File: config.mk
export PLATFORM = sky130hd
export DESIGN_NAME = seq_detect_param
export DESIGN_NICKNAME = d
export VERILOG_FILES = /design/src/rtl/seq_detect_param_pkg.sv /design/src/rtl/seq_detect_param_sat_counter.sv /design/src/rtl/seq_detect_param.sv
export SDC_FILE = /design/constraint.sdc
export NUM_CORES = 1
export LEC_CHECK = 0
export ABC_AREA = 0
export BUFFER_PORTS_ARGS = -buffer_cell sky130_fd_sc_hd__buf_2
export CORE_MARGIN = 5
export CORE_UTILIZATION = 23
export DETAILED_ROUTE_END_ITERATION = 10
export PLACE_DENSITY = 0.52
export SKIP_LAST_GASP = 1
export SYNTH_ARGS = -nofsm -noshare
export SYNTH_HDL_FRONTEND = slang
export SYNTH_SLANG_ARGS = --single-unit
File: constraint.sdc
create_clock -name i_clk -period 2.3 [get_ports i_clk]
set_input_delay 0.69 -clock i_clk [delete_from_list [all_inputs] [get_ports i_clk]]
set_output_delay 0.69 -clock i_clk [all_outputs]
set_load 0.01 [all_outputs]
File: src/rtl/seq_detect_param_pkg.sv
// rtl/seq_detect_param_pkg.sv - shared defaults and width helper for the serial pattern detector
package seq_detect_param_pkg;

   localparam int DEF_MAX_LEN = 8;
   localparam int DEF_CNT_W   = 8;

   // Width needed to hold a pattern length of 0..max_len inclusive.
   function automatic int len_width(input int max_len);
      return $clog2(max_len + 1);
   endfunction

endpackage

File: src/rtl/seq_detect_param_sat_counter.sv
// rtl/seq_detect_param_sat_counter.sv - saturating match counter with clear and sticky saturation flag
module seq_sat_counter #(
   parameter int CNT_W = 8
) (
   input  logic             i_clk,
   input  logic             i_rst_n,
   input  logic             i_clr,
   input  logic             i_inc,
   output logic [CNT_W-1:0] o_count,
   output logic             o_sat
);

   localparam logic [CNT_W-1:0] C_MAX  = '1;
   localparam logic [CNT_W-1:0] C_ONE  = CNT_W'(1);
   localparam logic [CNT_W-1:0] C_NEAR = C_MAX - C_ONE;

   logic [CNT_W-1:0] r_count;
   logic             r_sat;

   always_ff @(posedge i_clk or negedge i_rst_n) begin
      if (!i_rst_n) begin
         r_count <= '0;
         r_sat   <= 1'b0;
      end else if (i_clr) begin
         r_count <= '0;
         r_sat   <= 1'b0;
      end else if (i_inc && (r_count != C_MAX)) begin
         r_count <= r_count + C_ONE;
         if (r_count == C_NEAR) r_sat <= 1'b1;
      end
   end

   assign o_count = r_count;
   assign o_sat   = r_sat;

endmodule

File: src/rtl/seq_detect_param.sv
// rtl/seq_detect_param.sv - runtime-programmable serial bit-pattern detector with saturating match count
module seq_detect_param
   import seq_detect_param_pkg::*;
#(
   parameter  int MAX_LEN = DEF_MAX_LEN,
   parameter  int CNT_W   = DEF_CNT_W,
   localparam int LEN_W   = len_width(MAX_LEN)
) (
   input  logic               i_clk,
   input  logic               i_rst_n,
   input  logic               i_cfg_load,
   input  logic [MAX_LEN-1:0] i_cfg_pattern,
   input  logic [LEN_W-1:0]   i_cfg_len,
   input  logic               i_cfg_overlap,
   input  logic               i_inp_valid,
   input  logic               i_inp_bit,
   output logic               o_seq_seen,
   output logic [CNT_W-1:0]   o_match_count,
   output logic               o_count_sat,
   output logic               o_cfg_err
);

   localparam logic [LEN_W-1:0] C_FULL = LEN_W'(MAX_LEN);
   localparam logic [LEN_W-1:0] C_ONE  = LEN_W'(1);

   logic [MAX_LEN-1:0] r_hist;
   logic [MAX_LEN-1:0] r_pattern;
   logic [LEN_W-1:0]   r_fill;
   logic [LEN_W-1:0]   r_len;
   logic               r_overlap;
   logic               r_seq_seen;
   logic               r_cfg_err;

   logic               w_accept;
   logic [MAX_LEN-1:0] w_hist_next;
   logic [LEN_W-1:0]   w_fill_next;
   logic [MAX_LEN-1:0] w_mask;
   logic               w_match;

   assign w_accept    = i_inp_valid && !i_cfg_load && !r_cfg_err;
   assign w_hist_next = {r_hist[MAX_LEN-2:0], i_inp_bit};
   assign w_fill_next = (r_fill == C_FULL) ? r_fill : (r_fill + C_ONE);

   always_comb begin
      w_mask = '0;
      for (int i = 0; i < MAX_LEN; i++) begin
         if (i < int'(r_len)) w_mask[i] = 1'b1;
      end
   end

   // Comparing the whole masked history covers partial-match restarts without prefix tracking.
   assign w_match = w_accept && (w_fill_next >= r_len) &&
                    ((w_hist_next & w_mask) == (r_pattern & w_mask));

   always_ff @(posedge i_clk or negedge i_rst_n) begin
      if (!i_rst_n) begin
         r_hist     <= '0;
         r_pattern  <= '0;
         r_fill     <= '0;
         r_len      <= '0;
         r_overlap  <= 1'b0;
         r_seq_seen <= 1'b0;
         r_cfg_err  <= 1'b1;
      end else if (i_cfg_load) begin
         r_hist     <= '0;
         r_pattern  <= i_cfg_pattern;
         r_fill     <= '0;
         r_len      <= i_cfg_len;
         r_overlap  <= i_cfg_overlap;
         r_seq_seen <= 1'b0;
         r_cfg_err  <= (i_cfg_len == '0) || (i_cfg_len > C_FULL);
      end else if (w_accept) begin
         r_hist     <= w_hist_next;
         r_fill     <= (w_match && !r_overlap) ? '0 : w_fill_next;
         r_seq_seen <= w_match;
      end else begin
         r_seq_seen <= 1'b0;
      end
   end

   seq_sat_counter #(
      .CNT_W (CNT_W)
   ) u_counter (
      .i_clk   (i_clk),
      .i_rst_n (i_rst_n),
      .i_clr   (i_cfg_load),
      .i_inc   (w_match),
      .o_count (o_match_count),
      .o_sat   (o_count_sat)
   );

   assign o_seq_seen = r_seq_seen;
   assign o_cfg_err  = r_cfg_err;

endmodule

Yosys cells after proc, flatten, opt, wreduce, memory -nomap -nowiden
Cells that the tools add are included.
- flip-flop bits (word level): 35
- latch bits: 0
- RAM bits: 0
- ROM bits: 0
- input bits: 18
- output and inout bits: 11
- memories kept: 0
- add/subtract/negate cells: 2
- multiply operators: 0
- divide/modulo/power cells: 0
- order comparisons: 10
- equality and inequality tests: 4
- shift operators: 0
- muxes and demuxes: 21
- bitwise operators: 2
- reductions and logical operators: 15
- operators with widths (cell ; number):
    8-bit AND ; 2
    3-bit by 4-bit less-than comparator with 1-bit output (first input constant) ; 4
    4-bit 2-to-1 mux ; 4
    8-bit 2-to-1 mux ; 2
    7-bit 2-to-1 mux ; 2
    1-bit 2-to-1 mux ; 13
    8-bit by 1-bit adder with 8-bit output (second input constant) ; 1
    8-bit equality test ; 1
    8-bit equality test (second input constant) ; 1
    1-bit by 4-bit less-than comparator with 1-bit output (first input constant) ; 2
    2-bit by 4-bit less-than comparator with 1-bit output (first input constant) ; 2
    8-bit != test (second input constant) ; 1
    1-bit logical AND ; 6
    2-bit nonzero test ; 3
    4-bit by 1-bit adder with 4-bit output (second input constant) ; 1
    4-bit equality test (second input constant) ; 1
    4-bit >= comparator ; 1
    4-bit greater-than comparator (second input constant) ; 1
    4-bit logical NOT ; 1
    1-bit logical NOT ; 3
    2-bit AND reduction ; 1
    1-bit logical OR ; 1

Longest topological paths before layout
Gate-level depths: netlist of the first run.
- depth after elaboration: 9
- depth in mapped cells: 12
- mapped depth without buffers: 11

By module
Synthesis of the first run repeated with hierarchy kept, for this count alone.
- cell total of the unflattened synthesis: 165
- area total of the unflattened synthesis: 1814.2 um^2
- modules (own cells, without submodules) (module ; times used ; cells each ; area each (um^2) ; seq. area each (um^2)):
    seq_detect_param ; 1 ; 113 ; 1335.0 ; 651.9
    seq_sat_counter ; 1 ; 52 ; 479.2 ; 225.2

Least setup slack after synthesis of the first run
Ideal clock, no wire load.
- path type: flip-flop to flip-flop
- start point: reg r_fill[0]
- end point: reg u_counter.r_count[2] (netlist: u_counter.o_count[2])
- setup time: 0.110 ns
- arrival: 2.348 ns
- slack: -0.159 ns
- stages on the path, launching flop included: 13
- path buffers: 1
- period minus slack after synthesis: 2.459 ns
- cell sequence: dfrtp_1 > inv_1 > ha_1 > nand2_1 > nor2_1 > xnor2_1 > ha_1 > nand2b_1 > a211o_1 > a21oi_1 > clkbuf_1 > o311ai_0 > o41ai_1
- longest elaborated chain between the ends: 7
- elaborated cells between the ends (all ways): 8
- RTL lines (item ; RTL line ; source):
    start: declaration ; seq_detect_param.sv:28 ; logic [LEN_W-1:0] r_fill;
    start signal: assignment ; seq_detect_param.sv:74 ; r_fill <= (w_match && !r_overlap) ? '0 : w_fill_next;
    4-bit by 1-bit adder with 4-bit output or 4-bit equality test (tied branches) ; seq_detect_param.sv:42 ; assign w_fill_next = (r_fill == C_FULL) ? r_fill : (r_fill + C_ONE);
    4-bit 2-to-1 mux * ; seq_detect_param.sv:42 ;
    4-bit >= comparator * ; seq_detect_param.sv:52 ; assign w_match = w_accept && (w_fill_next >= r_len) &&
    1-bit logical AND * (2 in series) ; seq_detect_param.sv:52 ;
    1-bit logical AND * ; seq_detect_param_sat_counter.sv:27 ; end else if (i_inc && (r_count != C_MAX)) begin
    2-bit nonzero test (no line) * ; - ;
    end signal: assignment ; seq_detect_param_sat_counter.sv:28 ; r_count <= r_count + C_ONE;
    end: declaration ; seq_detect_param_sat_counter.sv:17 ; logic [CNT_W-1:0] r_count;
Every way passes the cells marked *; elsewhere a longest branch is shown, timed or not.
A chain may end at the register's enable or synchronous reset.

Final worst setup path of the first run
- start point: reg r_fill[0]
- end point: reg u_counter.r_count[0] (netlist: u_counter.o_count[0])
Same word-level chain as after synthesis.

==> metrics, run 1 <==
commonest non-fill, non-tap cell in the layout dfrtp_1; number of port buffers 28; number of failing hold endpoints at the final stage 0; power density over cell area roughly 580 nW/um^2; crit path cell chain inv_2, ha_4, nand2_4, nor2_4, xnor2_2, ha_1, nand2b_4, a211o_1, a21oi_4, nor3b_2, buf_4, mux2i_1; fin crit period approximately 2.3 ns; total routing usage reported by global routing about 8.7%; Initial Util a little under a quarter; vias in the first global route around 1400; CTS Sinks 35; post-synth net total ~190; clock latency on the worst-skew pair 0.29 ns; highest ir drop seen on vdd ~0.00035 V; Chip Height 98.3 um; Clock Power Share between 30 and 40%; Yosys Warn Count 0; switching portion of total power about 26%; commonest cells after routing, fill and taps aside 34 x dfrtp_1, 28 x buf_2, 24 x buf_4; final estimated routing congestion in global placement 0.793; DRT Pass-1 Iters 4; status completed; TritonCTS Buffers 5; die outline width slightly below 100 um; relative slew slack a little over two thirds; final antenna-violating net count 0; nature of the critical path endpoint flip-flop; top fanout value on the critical path 4; WHS 0.424 ns; Sequential Power Share a little under half; maximum frequency from static timing analysis between 400 and 500 MHz; number of violations of the max-capacitance limit 0; critical path startpoint category flip-flop; largest stage delay on the critical path around 0.39 ns; final routed wire length divided by cell count roughly 13 um; reported net switching power around 0.37 mW; 1st-iter DRT viols between 80 and 90; worst setup margin between 0.015 and 0.02 ns; hpwl dp about 3 mm; detailed-route DRC error count 0; vias roughly 1500; cell-internal power ~1.0 mW; number of setup violations in the final report 0; worst slack after detailed placement -0.182 ns; first-pass GRT wire length about 7 mm; total standard cell area after synthesis approximately 1800 sq um; share of the clock period used by the worst path just under 100%; synthesis-to-finish area growth 37.4%; grt total ovfl 0; Setup Crit Path Kind reg -> reg; maximum number of buffers from clock root to sink 2; hold buffers post-CTS 0; number of placed I/O pins 29; initial antenna violation count 0; Vias per Instance 4.55; number of standard-cell rows in the floorplan 32; CTS tree done; static power due to leakage 1.11 nW; Post-Route Skew ~0.0035 ns; proportion of netlist area held by the largest area contributor between 40% and 50%; Unique masters post-synth 39; largest delay contributor family on the critical path compound AO/OA/AOI/OAI gates; part of the total power dissipated in combinational logic ~17%; signal arrival time at the worst endpoint between 2 and 2.5 ns; portion of the post-synthesis area used by sequential elements 48.9%; layout cell share with drive strength beyond 1 approximately 44%; count of pins over their slew limit 0; clock-pin slew on the worst setup and hold paths ~0.07 ns; flip-flop and latch count after synthesis 35; Worst Tran Pin Value ~0.44 ns; worst path buffer plus inverter count 2; worst min path class in -> async; CTS root buf clkbuf_8; maximum level of the CTS H-tree 2; critical-path cell with the highest stage delay dfrtp_1; Total Die Area between 9000 and 10000 sq um; cell taking the most area after synthesis dfrtp_1; total power 1.42 mW; Ant. Diodes 0; unrepaired setup endpoints after global routing yes; gate count of the mapped netlist 160; layout net count around 240; Avg Synthesized Cell Area between 10 and 15 sq um; final routed wirelength across all metal layers between 4 and 5 mm; critical path required time around 2.5 ns; largest cells by area after synthesis dfrtp_1 47%, mux2_2 6.3%, ha_1 5.6%; maximum number of pins on one net before global-route repair 36; area of the placeable core about 7600 sq um
## synth_stat cells
library cell  instances
inv_1                 8
a31oi_1               1
a21oi_1               6
dfrtp_1              34
a211oi_1              1
ha_1                  8
a2111o_1              1
or2_2                 2
o21ai_0               4
nor3b_2               1
o311ai_0              3
o22ai_1               1
o21a_1                1
nand4_1               2
a211o_1               1
a32o_1                4
xnor2_1              10
o221ai_1              2
and4_1                1
nor3_1                2
mux2i_1               3
and3_1                4
dfstp_2               1
nand2_1              11
buf_2                 1
mux2_2               10
nor2_1                3
o31a_1                1
or4_1                 4
xor2_1                1
clkbuf_1              6
nor3b_1               2
nor4b_1               1
a22o_1                7
o31ai_1               4
o41ai_1               2
or3_1                 1
nand3_1               4
nand2b_1              1
## routing by layer
layer  global-route usage, %  vias to the layer above  wire length (um)
met4                    3.47                        0                74
met5                       0                        -                 0
met1                    11.1                      704              1830
met2                    14.7                       25              2090
met3                    1.50                        5               110
li1                        -                      718                 -
## state kept, by name, indices dropped and copies added (netlist names)
name,flops
r_pattern,8
u_counter.o_sat,1
r_overlap,1
r_hist,7
r_len,4
r_fill,4
o_seq_seen,1
o_cfg_err,1
u_counter.o_count,8
## cell type report
cell class	instances	area, sq um
tap	102	128
fill	758	5180
multi-input combinational	110	960
timing repair buffer	56	365
inverter	8	30.0
sequential	35	877
clock buffer	7	96.3
clock inverter	1	7.51
## cells by family (layout without fill, tap and decap cells)
logic type | Yosys count | count (layout) | synth area share [%]
AOI/OAI and AO/OA | 39 | 39 | 16.7
xor gates and xnor gates | 11 | 11 | 5.37
adders and majority gates | 8 | 8 | 5.58
buffers and inverters | 15 | 72 | 3.21
DFF | 35 | 35 | 48.9
muxes | 13 | 13 | 7.96
and+or+nand+nor | 39 | 39 | 12.3
## timing repair
item,4_1_cts,5_1_grt
endpoints found under the setup margin,14,14
gates resized for setup,19,8
setup buffers,4,2
pin swaps,14,13
## through the flow
stage                     setup TNS (ns)  cell area (sq um)  utilization (%)  instances
final                                  0               2460             32.2        319
after global routing              -0.950               2460             32.2        319
after CTS                        -0.0239               2410             31.5        317
after detailed placement           -1.83               2200             28.8        305
after global placement             -1.28               2200             28.8        305
after floorplan                        0               1800                -        160
## power groups by stage
stage | combinational, mW | clock, mW | sequential [mW]
floorplan | 0.107 | 0 | 0.680
finish | 0.247 | 0.501 | 0.669
CTS | 0.238 | 0.511 | 0.670
global route | 0.274 | 0.536 | 0.673
global placement | 0.205 | 0 | 0.679
detailed placement | 0.207 | 0 | 0.681
## worst paths after layout
| path | start | end | slack (ns) | cells after the start |
|---|---|---|---|---|
| min | i_rst_n | o_seq_seen | 0.42 | 2 |
| max reg2reg | r_fill[0] | u_counter.o_count[0] | 0.02 | 12 |
| max | r_fill[0] | u_counter.o_count[0] | 0.02 | 12 |
| max in group asynchronous | i_rst_n | o_cfg_err | 1.54 | 2 |
| min reg2reg | u_counter.o_sat | u_counter.o_sat | 0.49 | 1 |
| min in group i_clk | u_counter.o_sat | u_counter.o_sat | 0.49 | 1 |
(Power assumes the default switching activity.)
==> inputs of run 2 (changes only) <==
ABC_AREA = 1   (was 0)
CAP_MARGIN = 20   (was default)
PLACE_DENSITY = 0.51   (was 0.52)
==> run 2 against run 1 <==
- clock-buffer cell count down 2
- worst setup slack better by 0.15 ns
- critical path depth up 2
- via count up 13%
- non-clock buffer count down 21
- critical path type unchanged
- largest cell class unchanged
- highest routed layer unchanged
==> metrics, run 2 <==
status completed (unchanged); Setup Crit Path Kind reg -> reg (unchanged); cell-internal power 0.932 mW (was 1.05 mW); worst min path class in -> async (unchanged); WHS 0.433 ns (was 0.424 ns); clock-pin slew on the worst setup and hold paths 0.08 ns (was 0.07 ns); Yosys Warn Count 0 (unchanged); total routing usage reported by global routing 9.54% (was 8.73%); CTS root buf clkbuf_8 (unchanged); proportion of netlist area held by the largest area contributor 44.4% (was 47.5%); vias in the first global route 1693 (was 1394); Total Die Area 10300 sq um (was 9660 sq um); Ant. Diodes 0 (unchanged); nature of the critical path endpoint flip-flop (unchanged); gate count of the mapped netlist 247 (was 160); clock latency on the worst-skew pair 0.29 ns (about the same); ys async rst share 100% (unchanged); Unique masters post-synth 24 (was 39); DRT Pass-1 Iters 4 (unchanged); layout net count 311 (was 242); number of setup violations in the final report 0 (unchanged); final antenna-violating net count 0 (unchanged); length in cells of the worst reg-to-reg path 14 (was 12); count of pins over their slew limit 0 (unchanged); highest ir drop seen on vdd 0.000216 V (was 0.000352 V); Clock Power Share 33.8% (was 35.4%); 1st-iter DRT viols 68 (was 87); reported net switching power 0.378 mW (was 0.368 mW); worst slack after detailed placement 0.0243 ns (was -0.182 ns); initial antenna violation count 0 (unchanged); CTS tree done (unchanged); area of the placeable core 8180 sq um (was 7650 sq um); number of placed cells counting well taps 379 (was 305); Fin Setup TNS 0 ns (unchanged); critical path startpoint category flip-flop (unchanged); total standard cell area after synthesis 1920 sq um (was 1790 sq um); largest cells by area after synthesis dfrtp_1 44%, nand2_1 17%, inv_1 5.7% (was dfrtp_1 47%, mux2_2 6.3%, ha_1 5.6%); Sequential Power Share 51.0% (was 47.2%); share of the clock period used by the worst path 92.4% (was 99.2%); Critical R2R Launch r_fill[1] (was r_fill[0]); number of placed I/O pins 29 (unchanged); Critical Path Most Common Cell nand2_1; count leader, synth nand2_1 (was dfrtp_1); maximum level of the CTS H-tree 2 (unchanged); largest stage delay on the critical path 0.42 ns (was 0.39 ns); most frequent cells after synthesis 85 x nand2_1, 34 x dfrtp_1, 29 x inv_1 (was 34 x dfrtp_1, 11 x nand2_1, 10 x mux2_2, 10 x xnor2_1); final routed wirelength across all metal layers 4.60 mm (was 4.10 mm); Post-Route Skew 0.0140 ns (was 0.00347 ns); count of placed standard cells in the final layout, fillers left out 391 (was 319); worst r2r dst u_counter.o_count[0] (unchanged); static power due to leakage 1.23 nW (was 1.11 nW); crit path cell chain buf_4, ha_1, nand3_1, o21ai_0, ha_1, nand2_1, inv_1, nand2_1, nand2_1, nand2_2, nor2_8, nand2_8, nand3_1, nand2_1 (was inv_2, ha_4, nand2_4, nor2_4, xnor2_2, ha_1, nand2b_4, a211o_1, a21oi_4, nor3b_2, buf_4, mux2i_1); vias 1639 (was 1452); post-synth net total 273 (was 186); cell taking the most area after synthesis dfrtp_1 (unchanged); layout cell share with drive strength beyond 1 20.6% (was 43.8%); maximum number of pins on one net before global-route repair 36 (unchanged); part of the total power dissipated in combinational logic 15.1% (was 17.4%); maximum frequency from static timing analysis 470 MHz (was 438 MHz); Vias per Instance 4.19 (was 4.55); commonest cells after routing, fill and taps aside 82 x nand2_1, 34 x dfrtp_1, 29 x inv_1 (was 34 x dfrtp_1, 28 x buf_2, 24 x buf_4); Worst R2R Setup Slack 0.17 ns (was 0.02 ns); flip-flop and latch count after synthesis 35 (unchanged); fin crit period 2.13 ns (was 2.28 ns); number of standard-cell rows in the floorplan 33 (was 32); final routed wire length divided by cell count 11.8 um (was 12.9 um); commonest non-fill, non-tap cell in the layout nand2_1 (was dfrtp_1); number of enable flip-flop cells after synthesis 0 (unchanged); portion of the post-synthesis area used by sequential elements 45.8% (was 48.9%); Avg Synthesized Cell Area 7.76 sq um (was 11.2 sq um); die outline width 101 um (was 98.3 um); Chip Height 101 um (was 98.3 um); grt total ovfl 0 (unchanged); number of violations of the max-capacitance limit 0 (unchanged); signal arrival time at the worst endpoint 2.30 ns (was 2.45 ns); power density over cell area 557 nW/um^2 (was 575 nW/um^2); detailed-route DRC error count 0 (unchanged); maximum number of buffers from clock root to sink 2 (unchanged); top_reg_cell synth dfrtp_1 (unchanged); worst setup margin 0.174 ns (was 0.0188 ns); Initial Util 23.4% (about the same); switching portion of total power 28.9% (was 26.0%); final estimated routing congestion in global placement 0.808 (was 0.793); synthesis-to-finish area growth 22.7% (was 37.4%); TritonCTS Buffers 5 (unchanged); number of port buffers 28 (unchanged); critical-path cell with the highest stage delay dfrtp_1 (unchanged); hpwl dp 3.42 mm (was 3.09 mm); CTS Sinks 35 (unchanged); unrepaired setup endpoints after global routing yes (unchanged); critical path required time 2.48 ns (was 2.47 ns); relative slew slack 57.5% (was 70.6%); top fanout value on the critical path 8 (was 4); hold buffers post-CTS 0 (unchanged); worst path buffer plus inverter count 2 (unchanged); Worst Tran Pin Value 0.637 ns (was 0.441 ns); first-pass GRT wire length 7.82 mm (was 6.89 mm); number of failing hold endpoints at the final stage 0 (unchanged); total number of cells along the worst setup path 14 (was 12); largest delay contributor family on the critical path simple AND/OR/NAND/NOR gates (was compound AO/OA/AOI/OAI gates)
[run 2: area by class of cell]
class | count | area (sq um)
repair buffers | 35 | 193
inverters | 32 | 120
flip-flops and latches | 35 | 877
well taps | 105 | 131
fillers | 901 | 5820
clock inverters | 3 | 20.0
multi-input cells | 176 | 941
clock buffers | 5 | 68.8
[run 2: kinds of logic after synthesis]
kind of cell               count (synthesis)  share of synthesized area (%)
adders and majority gates                  8                           5.23
buffers and inverters                     37                           7.31
AOI/OAI and AO/OA                         23                           6.40
DFF                                       35                           45.8
and+or+nand+nor                          133                           30.2
xor gates and xnor gates                  11                           5.03
[run 2: how the worst max path moves through the flow]
stage	from	slack, ns	end
after floorplan	r_fill[0]	0.23	u_counter.o_count[1]
after global placement	r_fill[0]	0.09	u_counter.o_count[7]
after detailed placement	r_fill[0]	0.02	u_counter.o_count[3]
after CTS	r_fill[0]	0.03	u_counter.o_count[3]
after global routing	r_fill[1]	-0.01	u_counter.o_count[7]
final	r_fill[1]	0.17	u_counter.o_count[0]
[run 2: timing repair]
item / in CTS / in global routing
gates resized for setup: 0 / 8
endpoints found under the hold margin: 0 / 0
buffers inserted: 0 / 3
endpoints found under the setup margin: 0 / 13
[run 2: per-layer routing]
layer / part of all wire (%) / GRT usage [%]
met5: 0 / 0
met2: 50 / 16.7
met1: 46 / 11.8
met3: 2.2 / 2.00
met4: 1.7 / 2.86
[run 2: power groups by stage]
stage	Combinational, mW	Clock (mW)	Sequential (mW)
floorplan	0.114	0	0.676
global placement	0.181	0	0.681
detailed placement	0.183	0	0.682
CTS	0.184	0.462	0.670
global route	0.232	0.482	0.673
finish	0.198	0.443	0.669
[run 2: per-stage QoR]
stage	area, sq um	power [mW]	utilization (%)
floorplan	1920	0.790	-
global placement	2200	0.862	26.9
detailed placement	2200	0.865	26.9
CTS	2290	1.32	28.0
global route	2350	1.39	28.8
finish	2350	1.31	28.8
==> inputs of run 3 (changes only) <==
ABC_AREA = 0   (was 1)
CORE_ASPECT_RATIO = 2   (was default)
PLACE_DENSITY = 0.52   (was 0.51)
==> run 3 against run 2 <==
- register-to-register slack worse by 0.23 ns
- wire length up 3.9%
- highest routed layer unchanged
- combinational power up 29%
- the flow now finishes with violations (negative setup slack)
- sequential power up 0.6%
- critical endpoint is now r_fill[3]
- sequential share of layout area shrank 2.8 points
- largest cell class unchanged
- worst setup slack worse by 0.23 ns
==> metrics, run 3 (synthesis results as in run 1) <==
status finished with violations (was completed); violations in the final reports negative setup slack; hold buffers post-CTS 0 (unchanged); final routed wire length divided by cell count 15.2 um (was 11.8 um); total routing usage reported by global routing 10.3% (was 9.54%); number of failing hold endpoints at the final stage 0 (unchanged); initial antenna violation count 0 (unchanged); static power due to leakage 1.15 nW (was 1.23 nW); worst slack after detailed placement -0.146 ns (was 0.0243 ns); commonest non-fill, non-tap cell in the layout dfrtp_1 (was nand2_1); vias in the first global route 1567 (was 1693); nature of the critical path endpoint flip-flop (unchanged); number of standard-cell rows in the floorplan 45 (was 33); beginning of the critical path r_fill[0] (was r_fill[1]); fin crit period 2.35 ns (was 2.13 ns); area of the placeable core 7600 sq um (was 8180 sq um); clock latency on the worst-skew pair 0.28 ns (was 0.29 ns); Setup Crit Path Kind reg -> reg (unchanged); share of the clock period used by the worst path 102% (was 92.4%); maximum level of the CTS H-tree 2 (unchanged); cell-internal power 1.18 mW (was 0.932 mW); DRT Pass-1 Iters 4 (unchanged); maximum number of buffers from clock root to sink 2 (unchanged); layout net count 245 (was 311); critical path required time 2.47 ns (was 2.48 ns); switching portion of total power 25.3% (was 28.9%); highest ir drop seen on vdd 0.000313 V (was 0.000216 V); area used by multi-input combinational logic 1000 sq um (was 941 sq um); power density over cell area 622 nW/um^2 (was 557 nW/um^2); WHS 0.438 ns (was 0.433 ns); CTS tree done (unchanged); Worst Tran Pin Value 0.926 ns (was 0.637 ns); top fanout value on the critical path 4 (was 8); Post-Route Skew 0.00413 ns (was 0.0140 ns); first-pass GRT wire length 7.62 mm (was 7.82 mm); relative slew slack 38.3% (was 57.5%); worst min path class in -> async (unchanged); final routed wirelength across all metal layers 4.78 mm (was 4.60 mm); count of pins over their slew limit 0 (unchanged); critical path startpoint category flip-flop (unchanged); number of port buffers 28 (unchanged); reported net switching power 0.400 mW (was 0.378 mW); 1st-iter DRT viols 55 (was 68); number of setup violations in the final report 6 (was 0); number of violations of the max-capacitance limit 0 (unchanged); vias 1521 (was 1639); clock-pin slew on the worst setup and hold paths 0.05 ns (was 0.08 ns); total power 1.58 mW (was 1.31 mW); Sequential Area 880 sq um (was 877 sq um); Chip Height 135 um (was 101 um); signal arrival time at the worst endpoint 2.52 ns (was 2.30 ns); Clock Power Share 41.4% (was 33.8%); grt total ovfl 0 (unchanged); part of the total power dissipated in combinational logic 16.1% (was 15.1%); Vias per Instance 4.84 (was 4.19); CTS root buf clkbuf_16 (was clkbuf_8); maximum frequency from static timing analysis 425 MHz (was 470 MHz); unrepaired setup endpoints after global routing yes (unchanged); hpwl dp 3.19 mm (was 3.42 mm); final antenna-violating net count 0 (unchanged); maximum number of pins on one net before global-route repair 36 (unchanged); Critical R2R Launch r_fill[0] (was r_fill[1]); commonest cells after routing, fill and taps aside 32 x dfrtp_1, 29 x buf_4, 28 x buf_2 (was 82 x nand2_1, 34 x dfrtp_1, 29 x inv_1); CTS Sinks 35 (unchanged); TritonCTS Buffers 5 (unchanged); Initial Util 23.6% (was 23.4%); number of placed I/O pins 29 (unchanged); Ant. Diodes 0 (unchanged); synthesis-to-finish area growth 42.0% (was 22.7%); worst setup margin -0.0534 ns (was 0.174 ns); number of fill cells 783 (was 901); Total Die Area 9770 sq um (was 10300 sq um); die outline width 72.4 um (was 101 um); detailed-route DRC error count 0 (unchanged); Sequential Power Share 42.5% (was 51.0%); layout cell share with drive strength beyond 1 47.7% (was 20.6%); final estimated routing congestion in global placement 0.754 (was 0.808)
-- run 3: cell count changes in the layout (fill, tap and decap cells not counted), moves of 5 or more --
cell       before  now
nand2_1        82    9
inv_1          29    6
buf_4           7   29
nand3_1        20    4
nor2_1         15    2
mux2_2          0   10
o21ai_0        13    3
a22o_1          0    7
xor2_1          7    1
clkbuf_16       0    5
clkbuf_8        5    0
o22ai_1         6    1
xnor2_1         4    9
-- run 3: worst max-delay path: stages (launching register included) --
cell and delay (ns):
dfrtp_1 0.37, buf_4 0.14, ha_2 0.19, nand2_1 0.07, mux2i_2 0.23, ha_2 0.24, o21a_1 0.17, a21oi_4 0.08
buf_4 0.13, or3_4 0.33, a32o_1 0.27
-- run 3: routing by layer --
layer	up-vias	global-route usage (%)	wire, um
met1	756	10.5	1740
met3	12	2.46	209
met4	0	6.26	157
met5	-	0	0
li1	719	-	-
met2	34	18.2	2680
-- run 3: power by group through the flow --
| stage | Clock (mW) | Sequential, mW | Combinational (mW) |
|---|---|---|---|
| 2_1_floorplan | 0 | 0.680 | 0.107 |
| 4_1_cts | 0.675 | 0.671 | 0.237 |
| 3_3_place_gp | 0 | 0.682 | 0.194 |
| 5_1_grt | 0.687 | 0.678 | 0.281 |
| 6_report | 0.655 | 0.673 | 0.255 |
| 3_5_place_dp | 0 | 0.682 | 0.195 |
-- run 3: metrics by stage --
stage | util, % | area [sq um] | std cells | setup TNS [ns]
after floorplan | - | 1800 | 160 | 0
after global placement | 28.3 | 2150 | 292 | -1.12
after detailed placement | 28.3 | 2150 | 292 | -1.25
after CTS | 32.0 | 2430 | 312 | -0.169
after global routing | 33.5 | 2550 | 314 | -1.28
final | 33.5 | 2550 | 314 | -0.223
-- run 3: layout make-up --
| type | count | share of cell area, % |
|---|---|---|
| repair buffers | 59 | 14.9 |
| clock inverters | 1 | 0.197 |
| flip-flops and latches | 35 | 34.5 |
| inverters | 8 | 1.18 |
| well taps | 94 | 4.62 |
| clock buffers | 7 | 5.21 |
| multi-input cells | 110 | 39.3 |
-- run 3: timing repair --
action                     in CTS  in global routing
gates resized for setup        11                 26
pin swaps                      11                 16
setup endpoints to repair      13                 13
buffers inserted               12                  2
-- run 3: path summary, 6_finish.rpt --
kind / slack, ns / depth (start not counted) / to
setup / recovery: -0.05 / 10 / r_fill[3]
hold / removal: 0.44 / 2 / r_pattern[0]
setup reg to reg: -0.05 / 10 / r_fill[3]
hold reg to reg: 0.50 / 1 / u_counter.o_sat
max in group asynchronous: 1.50 / 2 / r_len[2]
min in group i_clk: 0.50 / 1 / u_counter.o_sat
